## src/rtl/sram2tlul_buf.sv

```systemverilog
// sram2tlul_buf: SRAM req/gnt master to TL-UL host adapter with request FIFO and in-order tag tracking
package top_pkg;
    localparam int TL_AW  = 32;
    localparam int TL_DW  = 32;
    localparam int TL_AIW = 8;
    localparam int TL_DIW = 1;
    localparam int TL_DBW = TL_DW / 8;
    localparam int TL_SZW = 2;
    localparam int TL_AUW = 16;
    localparam int TL_DUW = 16;
endpackage

package tlul_pkg;
    import top_pkg::*;
    typedef enum logic [2:0] {PutFullData = 3'h0, PutPartialData = 3'h1, Get = 3'h4} tl_a_op_e;
    typedef enum logic [2:0] {AccessAck = 3'h0, AccessAckData = 3'h1} tl_d_op_e;
    typedef struct packed {
        logic              a_valid;
        tl_a_op_e          a_opcode;
        logic [2:0]        a_param;
        logic [TL_SZW-1:0] a_size;
        logic [TL_AIW-1:0] a_source;
        logic [TL_AW-1:0]  a_address;
        logic [TL_DBW-1:0] a_mask;
        logic [TL_DW-1:0]  a_data;
        logic [TL_AUW-1:0] a_user;
        logic              d_ready;
    } tl_h2d_t;
    typedef struct packed {
        logic              d_valid;
        tl_d_op_e          d_opcode;
        logic [2:0]        d_param;
        logic [TL_SZW-1:0] d_size;
        logic [TL_AIW-1:0] d_source;
        logic [TL_DIW-1:0] d_sink;
        logic [TL_DW-1:0]  d_data;
        logic [TL_DUW-1:0] d_user;
        logic              d_error;
        logic              a_ready;
    } tl_d2h_t;
endpackage

module sram2tlul_buf #(
    parameter int                          SramAw         = 12,
    parameter int                          SramDw         = 32,
    parameter logic [top_pkg::TL_AW-1:0]   TlBaseAddr     = '0,
    parameter int                          ReqFifoDepth   = 2,
    parameter int                          MaxOutstanding = 2
) (
    input  logic                  clk_i,
    input  logic                  rst_i,
    output tlul_pkg::tl_h2d_t     tl_o,
    input  tlul_pkg::tl_d2h_t     tl_i,
    input  logic                  mem_req_i,
    output logic                  mem_gnt_o,
    input  logic                  mem_write_i,
    input  logic [SramAw-1:0]     mem_addr_i,
    input  logic [SramDw-1:0]     mem_wdata_i,
    input  logic [SramDw/8-1:0]   mem_wmask_i,
    output logic                  mem_rvalid_o,
    output logic                  mem_wack_o,
    output logic [SramDw-1:0]     mem_rdata_o,
    output logic [1:0]            mem_error_o
);
    localparam int Off = $clog2(SramDw / 8);
    localparam int MW  = SramDw / 8;
    localparam int PW  = ReqFifoDepth > 1 ? $clog2(ReqFifoDepth) : 1;
    localparam int CW  = $clog2(ReqFifoDepth + 1);
    localparam int TW  = MaxOutstanding > 1 ? $clog2(MaxOutstanding) : 1;
    localparam int OW  = $clog2(MaxOutstanding + 1);

    if (SramDw != top_pkg::TL_DW || ReqFifoDepth < 1 || MaxOutstanding < 1) begin : g_param_check
        $error("sram2tlul_buf: illegal parameterisation");
    end

    typedef struct packed {
        logic              write;
        logic [SramAw-1:0] addr;
        logic [SramDw-1:0] wdata;
        logic [MW-1:0]     wmask;
    } req_t;

    req_t                  fifo_q [ReqFifoDepth];
    req_t                  head;
    logic [PW-1:0]         wr_ptr, rd_ptr;
    logic [CW-1:0]         count;
    logic [OW-1:0]         outstanding;
    logic [TW-1:0]         issue_tag, exp_tag;
    logic [MaxOutstanding-1:0] type_q;
    logic                  full, empty, push, a_valid, a_hs, solicited, exp_write, src_bad, op_bad;
    logic                  unused_d;

    assign unused_d = ^{tl_i.d_param, tl_i.d_size, tl_i.d_sink, tl_i.d_user};

    always_comb begin
        head      = fifo_q[rd_ptr];
        full      = count == CW'(ReqFifoDepth);
        empty     = count == '0;
        mem_gnt_o = !full && !rst_i;
        push      = mem_req_i && mem_gnt_o;
        a_valid   = !empty && outstanding < OW'(MaxOutstanding);
        a_hs      = a_valid && tl_i.a_ready;
        solicited = tl_i.d_valid && outstanding != '0;
        exp_write = type_q[exp_tag];
        src_bad   = tl_i.d_source != top_pkg::TL_AIW'(exp_tag);
        op_bad    = tl_i.d_opcode != (exp_write ? tlul_pkg::AccessAck : tlul_pkg::AccessAckData);
        tl_o           = '0;
        tl_o.a_valid   = a_valid;
        tl_o.a_opcode  = !head.write ? tlul_pkg::Get :
                         &head.wmask ? tlul_pkg::PutFullData : tlul_pkg::PutPartialData;
        tl_o.a_size    = top_pkg::TL_SZW'(Off);
        tl_o.a_source  = top_pkg::TL_AIW'(issue_tag);
        tl_o.a_address = TlBaseAddr | top_pkg::TL_AW'({head.addr, Off'(0)});
        tl_o.a_mask    = head.write ? head.wmask : '1;
        tl_o.a_data    = head.wdata;
        tl_o.d_ready   = 1'b1;
    end

    always_ff @(posedge clk_i) begin
        if (push) fifo_q[wr_ptr] <= '{mem_write_i, mem_addr_i, mem_wdata_i, mem_wmask_i};
    end

    always_ff @(posedge clk_i) begin
        if (rst_i) begin
            wr_ptr       <= '0;
            rd_ptr       <= '0;
            count        <= '0;
            outstanding  <= '0;
            issue_tag    <= '0;
            exp_tag      <= '0;
            type_q       <= '0;
            mem_rvalid_o <= 1'b0;
            mem_wack_o   <= 1'b0;
            mem_rdata_o  <= '0;
            mem_error_o  <= '0;
        end else begin
            if (push) wr_ptr <= wr_ptr == PW'(ReqFifoDepth - 1) ? '0 : wr_ptr + 1'b1;
            if (a_hs) rd_ptr <= rd_ptr == PW'(ReqFifoDepth - 1) ? '0 : rd_ptr + 1'b1;
            count       <= count + CW'(push) - CW'(a_hs);
            outstanding <= outstanding + OW'(a_hs) - OW'(solicited);
            if (a_hs) begin
                type_q[issue_tag] <= head.write;
                issue_tag         <= issue_tag == TW'(MaxOutstanding - 1) ? '0 : issue_tag + 1'b1;
            end
            if (solicited) exp_tag <= exp_tag == TW'(MaxOutstanding - 1) ? '0 : exp_tag + 1'b1;
            mem_rvalid_o <= tl_i.d_valid && !(solicited && exp_write);
            mem_wack_o   <= solicited && exp_write;
            // beats with nothing outstanding are reported as reads with a protocol error
            if (tl_i.d_valid) begin
                mem_rdata_o <= !solicited ? '0 : exp_write ? mem_rdata_o : tl_i.d_data;
                mem_error_o <= solicited ? {src_bad || op_bad, tl_i.d_error} : 2'b10;
            end
        end
    end
endmodule

```

## config.mk

```make
export PLATFORM = sky130hd
export DESIGN_NAME = sram2tlul_buf
export DESIGN_NICKNAME = d
export VERILOG_FILES = /design/src/rtl/sram2tlul_buf.sv
export SDC_FILE = /design/constraint.sdc
export NUM_CORES = 1
export LEC_CHECK = 0
export ABC_CLOCK_PERIOD_IN_PS = 3200
export CAP_MARGIN = 20
export CORE_UTILIZATION = 32
export DETAILED_ROUTE_END_ITERATION = 7
export PLACE_DENSITY = 0.69
export SLEW_MARGIN = 25
export SYNTH_ARGS = -nofsm -noshare
export SYNTH_HDL_FRONTEND = slang
export SYNTH_SLANG_ARGS = --single-unit
```

## constraint.sdc

```tcl
create_clock -name clk_i -period 3.2 [get_ports clk_i]
set_input_delay 0.8 -clock clk_i [delete_from_list [all_inputs] [get_ports clk_i]]
set_output_delay 0.8 -clock clk_i [all_outputs]
set_load 0.05 [all_outputs]
```

# Yosys cells after proc, flatten, opt, wreduce, memory -nomap -nowiden
# Memories as Yosys holds them, arrays and structs flattened. A register that Yosys moved wholly into a read port is not among the register bits.
# Index checks and enable logic that the tools add are counted.
[classes] addsub=8 magnitude_cmp=4 n_eq_ne=4 n_mux=20 n_reduce_logical=17
[op_table] op="32-bit two-way mux" count=2
[op_table] op="1-bit two-way mux" count=13
[op_table] op="1-bit logical AND" count=8
[op_table] op="8-bit by 1-bit != test with 1-bit output" count=1
[op_table] op="1-bit adder, second input constant" count=4
[op_table] op="2-bit by 1-bit adder with 2-bit output" count=2
[op_table] op="1-bit logical NOT" count=4
[op_table] op="1-bit by 2-bit < comparator with 1-bit output, second input constant" count=2
[op_table] op="4-bit two-way mux" count=1
[op_table] op="4-bit AND reduction" count=1
[op_table] op="2-bit by 1-bit subtractor with 2-bit output" count=2
[op_table] op="3-bit two-way mux" count=1
[op_table] op="3-bit by 1-bit != test with 1-bit output" count=1
[op_table] op="2-bit bitwise mux" count=1
[op_table] op="2-bit == test, second input constant" count=1
[op_table] op="2-bit logical NOT" count=1
[op_table] op="2-bit < comparator, second input constant" count=1
[op_table] op="2-bit two-way mux" count=1
[op_table] op="2-bit != test, second input constant" count=1
[op_table] op="2-bit AND reduction" count=1
[op_table] op="2-bit nonzero test" count=1
[op_table] op="1-bit demux with 1-bit select" count=1
[op_table] op="1-bit greater-or-equal comparator, second input constant" count=1
[op_table] op="1-bit logical OR" count=1
[totals] ff_bits=46 ramBits=98 input_bits=120 output_inout_bits=139 elab_cells=65 memories=1
[mem_list] memory="fifo_q" words=2 width=49 rd=1 rd_ports_with_merged_regs=1 wr=1 line="83" text="req_t fifo_q [ReqFifoDepth];"

# Longest topological paths before layout
[depth] ltp_word=6 depth_mapped=10 mapped_depth_nobuf=10

# Worst setup path before layout
# Ideal clock, no wire load.
[synth_path] kind="input-to-reg" startpoint="in rst_i" endpoint="mem fifo_q[1][0] in the netlist's numbering, enable pin" setup_time_ps=412 t_arrival_ps=3022 t_required_ps=2788 setup_slack_ps=-234 cell_stages=3 path_buffers=1 path_cell_list="clkbuf_1 nor2_1 and3_1"
[synth_between] elab_chain_cells=5
[synth_lines] element="start: declaration" line="51" text="input logic rst_i,"
[synth_lines] element="1-bit logical NOT" line="99" text="mem_gnt_o = !full && !rst_i;"
[synth_lines] element="1-bit logical AND" line="99"
[synth_lines] element="named net mem_gnt_o" line="55" text="output logic mem_gnt_o,"
[synth_lines] element="1-bit logical AND" line="100" text="push = mem_req_i && mem_gnt_o;"
[synth_lines] element="1-bit two-way mux" line="120" text="if (push) fifo_q[wr_ptr] <= '{mem_write_i, mem_addr_i, mem_wdata_i, mem_wmask_i};"
[synth_lines] element="1-bit two-way mux (implied by the code)" line="120"
[synth_lines] element="end: declaration" line="83"
# The timed path passes the listed nets, and every way through them passes these cells.

==> run_results.csv <==
group,metric,value,unit
clock_tree,post-cts-setup-buffers,0,
timing,period_share,93.48,%
drt,remaining_drc_errors,0,
drt,first_iter_violations,184,
worst_setup_path,start_kind,"flop",
clock_tree,h-tree-depth,4,
floorplan,row_count,53,
timing,setup_viol,0,
flow_run,maxCapViolCount,0,
grt,grt_pass1_wl,22000,µm
grt,grt_start_max_net_pins,50,
layout,num-nets-final,816,
logic_synthesis,synthFlopType,"edfxtp_1",
logic_synthesis,synth_top_cell_by_area,"edfxtp_1",
pwr,vdd.ir_drop.worst,353.8,µV
logic_synthesis,yosysMostFrequentCell,"edfxtp_1",
grt,grt_pass1_vias,4272,
worst_setup_path,worst_path_max_delay_cell,"clkdlybuf4s50_1",
clock_tree,clk_path_buf_depth,2,
drt,dr.pass1.iters,4,
grt,gr-total-overflow,0,
worst_setup_path,slowest_delay,730,ps
drt,ant_nets,0,
grt,gr-usage-all-layers,12.78,%
floorplan,die_area,0.02222,mm²
worst_setup_path,cp.required,2400,ps
worst_setup_path,path_cells,"buf_12, mux2_2, clkdlybuf4s50_1",
run_status,status,"completed",
timing,min_period,2992,ps
floorplan,fp.dieW,149.1,µm
clock_tree,cts_buffers,17,
timing,rsz0062_at_grt,"no",
drt,wl_per_cell,14.23,µm
worst_setup_path,cp-end-kind,"output pin",
placed_design,place_inst,948,
hold_path,hp-class,"reg -> reg",
placed_design,post-dp-hpwl,9255,µm
logic_synthesis,synth-edff-count,98,
placed_design,gp_congestion,0.7096,
floorplan,die_h,149.1,µm
timing,tightest_slew,585.4,ps
timing,fin_skew,12.23,ps
worst_setup_path,cp_max_fo,49,
logic_synthesis,yosys.area.top_type_share,42.52,%
drt,wl,13950,µm
logic_synthesis,synth.yosys.warnings,0,
logic_synthesis,async_flop_share,0,%
timing,fmax,334.3,MHz
timing,slew_violations,0,
logic_synthesis,synthDistinctLibCells,41,
logic_synthesis,ys_seq_area_share,56.12,%
layout,syn_to_final_growth,32.25,%
logic_synthesis,synth_seq_cells,145,
clock_tree,clk_latency,420,ps
pwr,powerDensity,781.1,mW/mm²
clock_tree,cts_tree,"done",
pwr,p_leak,0.003258,µW
placed_design,portBuffers,186,
timing,max_slew_margin,60.97,%
timing,fin_tns_setup,0,ps
clock_tree,holdBufCountCts,0,
logic_synthesis,yosys-top-cells-count,"edfxtp_1 (98), buf_4 (96), dfxtp_1 (47), mux2_2 (45), inv_1 (42)",
logic_synthesis,synthTopCellsByArea,"edfxtp_1 (43%), dfxtp_1 (14%), buf_4 (10%)",
logic_synthesis,avgSynthCellArea,12.54,µm²
drt,top_layer_used,"met4",
grt,antenna_found_initial,0,
clock_tree,cts-resized-gates,0,
worst_setup_path,worstPathArrival,2190,ps
drt,m1WireLength,6026,µm
floorplan,ios,259,
clock_tree,clkSinkCount,145,
logic_synthesis,synthCells,552,
worst_setup_path,worst-r2r-setup-slack,1230,ps
clock_tree,cts-root-buf,"clkbuf_16",
drt,avgViaCountPerCell,4.396,
floorplan,start_util,32.82,%
layout,fin_cells,980,
drt,vias,4308,
worst_setup_path,crit_type,"reg -> out",
logic_synthesis,syn_area,0.006920,mm²
timing,hold_viol_final,0,
clock_tree,path_clk_slew,70,ps
drt,wl_met2,6554,µm
layout,drive_gt1_share,17.45,%
layout,antenna_cells,0,
drt,wl_met3,1226,µm
floorplan,core,0.02109,mm²
## cell type report
| type | count | area, µm² |
|---|---|---|
| multi-input combinational | 289 | 2178 |
| fill | 1997 | 11940 |
| clock buffer | 17 | 425.4 |
| clock inverter | 15 | 173.9 |
| tap | 275 | 344.1 |
| sequential | 145 | 3885 |
| timing repair buffer | 196 | 1984 |
| inverter | 43 | 161.4 |
## path summary, 6_finish.rpt
kind | cells past startpoint | end | startpoint
worst max-delay path | 3 | tl_o[27] | flop
worst min-delay path | 2 | mem_error_o[0]$_SDFFE_PP0P_ | mem_error_o[0]$_SDFFE_PP0P_
worst max register to register | 10 | count[1]$_SDFF_PP0_ | outstanding[1]$_SDFF_PP0_
worst min register to register | 2 | mem_error_o[0]$_SDFFE_PP0P_ | mem_error_o[0]$_SDFFE_PP0P_
## per-layer routing
layer / vias to the layer above / global-route usage [%]
li1: 2076 / -
met4: 0 / 4.592
met5: - / 0
met2: 158 / 20.60
met3: 13 / 5.260
met1: 2061 / 15.23
## worst max-delay path: cells and delay by family, from the launching register on
family                 cells  cell delay (ps)
buffers and inverters      2             1000
DFF                        1              360
muxes                      1              370
## metrics by stage
step	area (µm²)	power, µW	worst slack, ps	hold slack, ps	util, %
6_report	9153	7149	208.5	480.9	43.40
2_1_floorplan	7102	4657	278.1	451.5	-
3_5_place_dp	8553	5225	510.9	472.8	40.56
3_3_place_gp	8553	5210	528.9	457.5	40.56
5_1_grt	9153	7488	131.3	506.0	43.40
4_1_cts	9153	7247	163.3	486.9	43.40
## logic make-up after synthesis
kind of cell	count (synthesis)	share of synthesized area, %
XOR/XNOR	5	0.6328
AO/OA/AOI/OAI	49	5.569
buffers and inverters	166	15.10
multiplexers	52	8.588
AND/OR/NAND/NOR	129	13.16
flip-flops	145	56.12
adder cells (fa/ha/maj)	4	0.7232
other	2	0.1085
## sequential cells by signal (all words and copies together) (netlist names), named ones only
signal	flops
mem_error_o	2
outstanding	2
type_q	2
count	2
rd_ptr	1
issue_tag	1
wr_ptr	1
mem_rdata_o	32
exp_tag	1
mem_rvalid_o	1
fifo_q	98
mem_wack_o	1
## placed cells by master (no fill, tap or decap), types with 7 or more instances in the layout
cell type and instances:
clkdlybuf4s50_1 185, conb_1 50, buf_4 7, nor3_1 37, inv_1 41, inv_8 8
dfxtp_1 46, o31a_1 32, nor3b_2 27, nor2b_1 35, clkbuf_16 17, edfxtp_1 98
mux2_2 45
## where the power goes
part           total [µW]  switching, µW  leakage (µW)  internal, µW
logic                2820           1850       0.00168           971
clock network        1990            924      0.000296          1060
registers            2340            122       0.00128          2220
total                7150           2900       0.00326          4250
(Power assumes the default switching activity.)
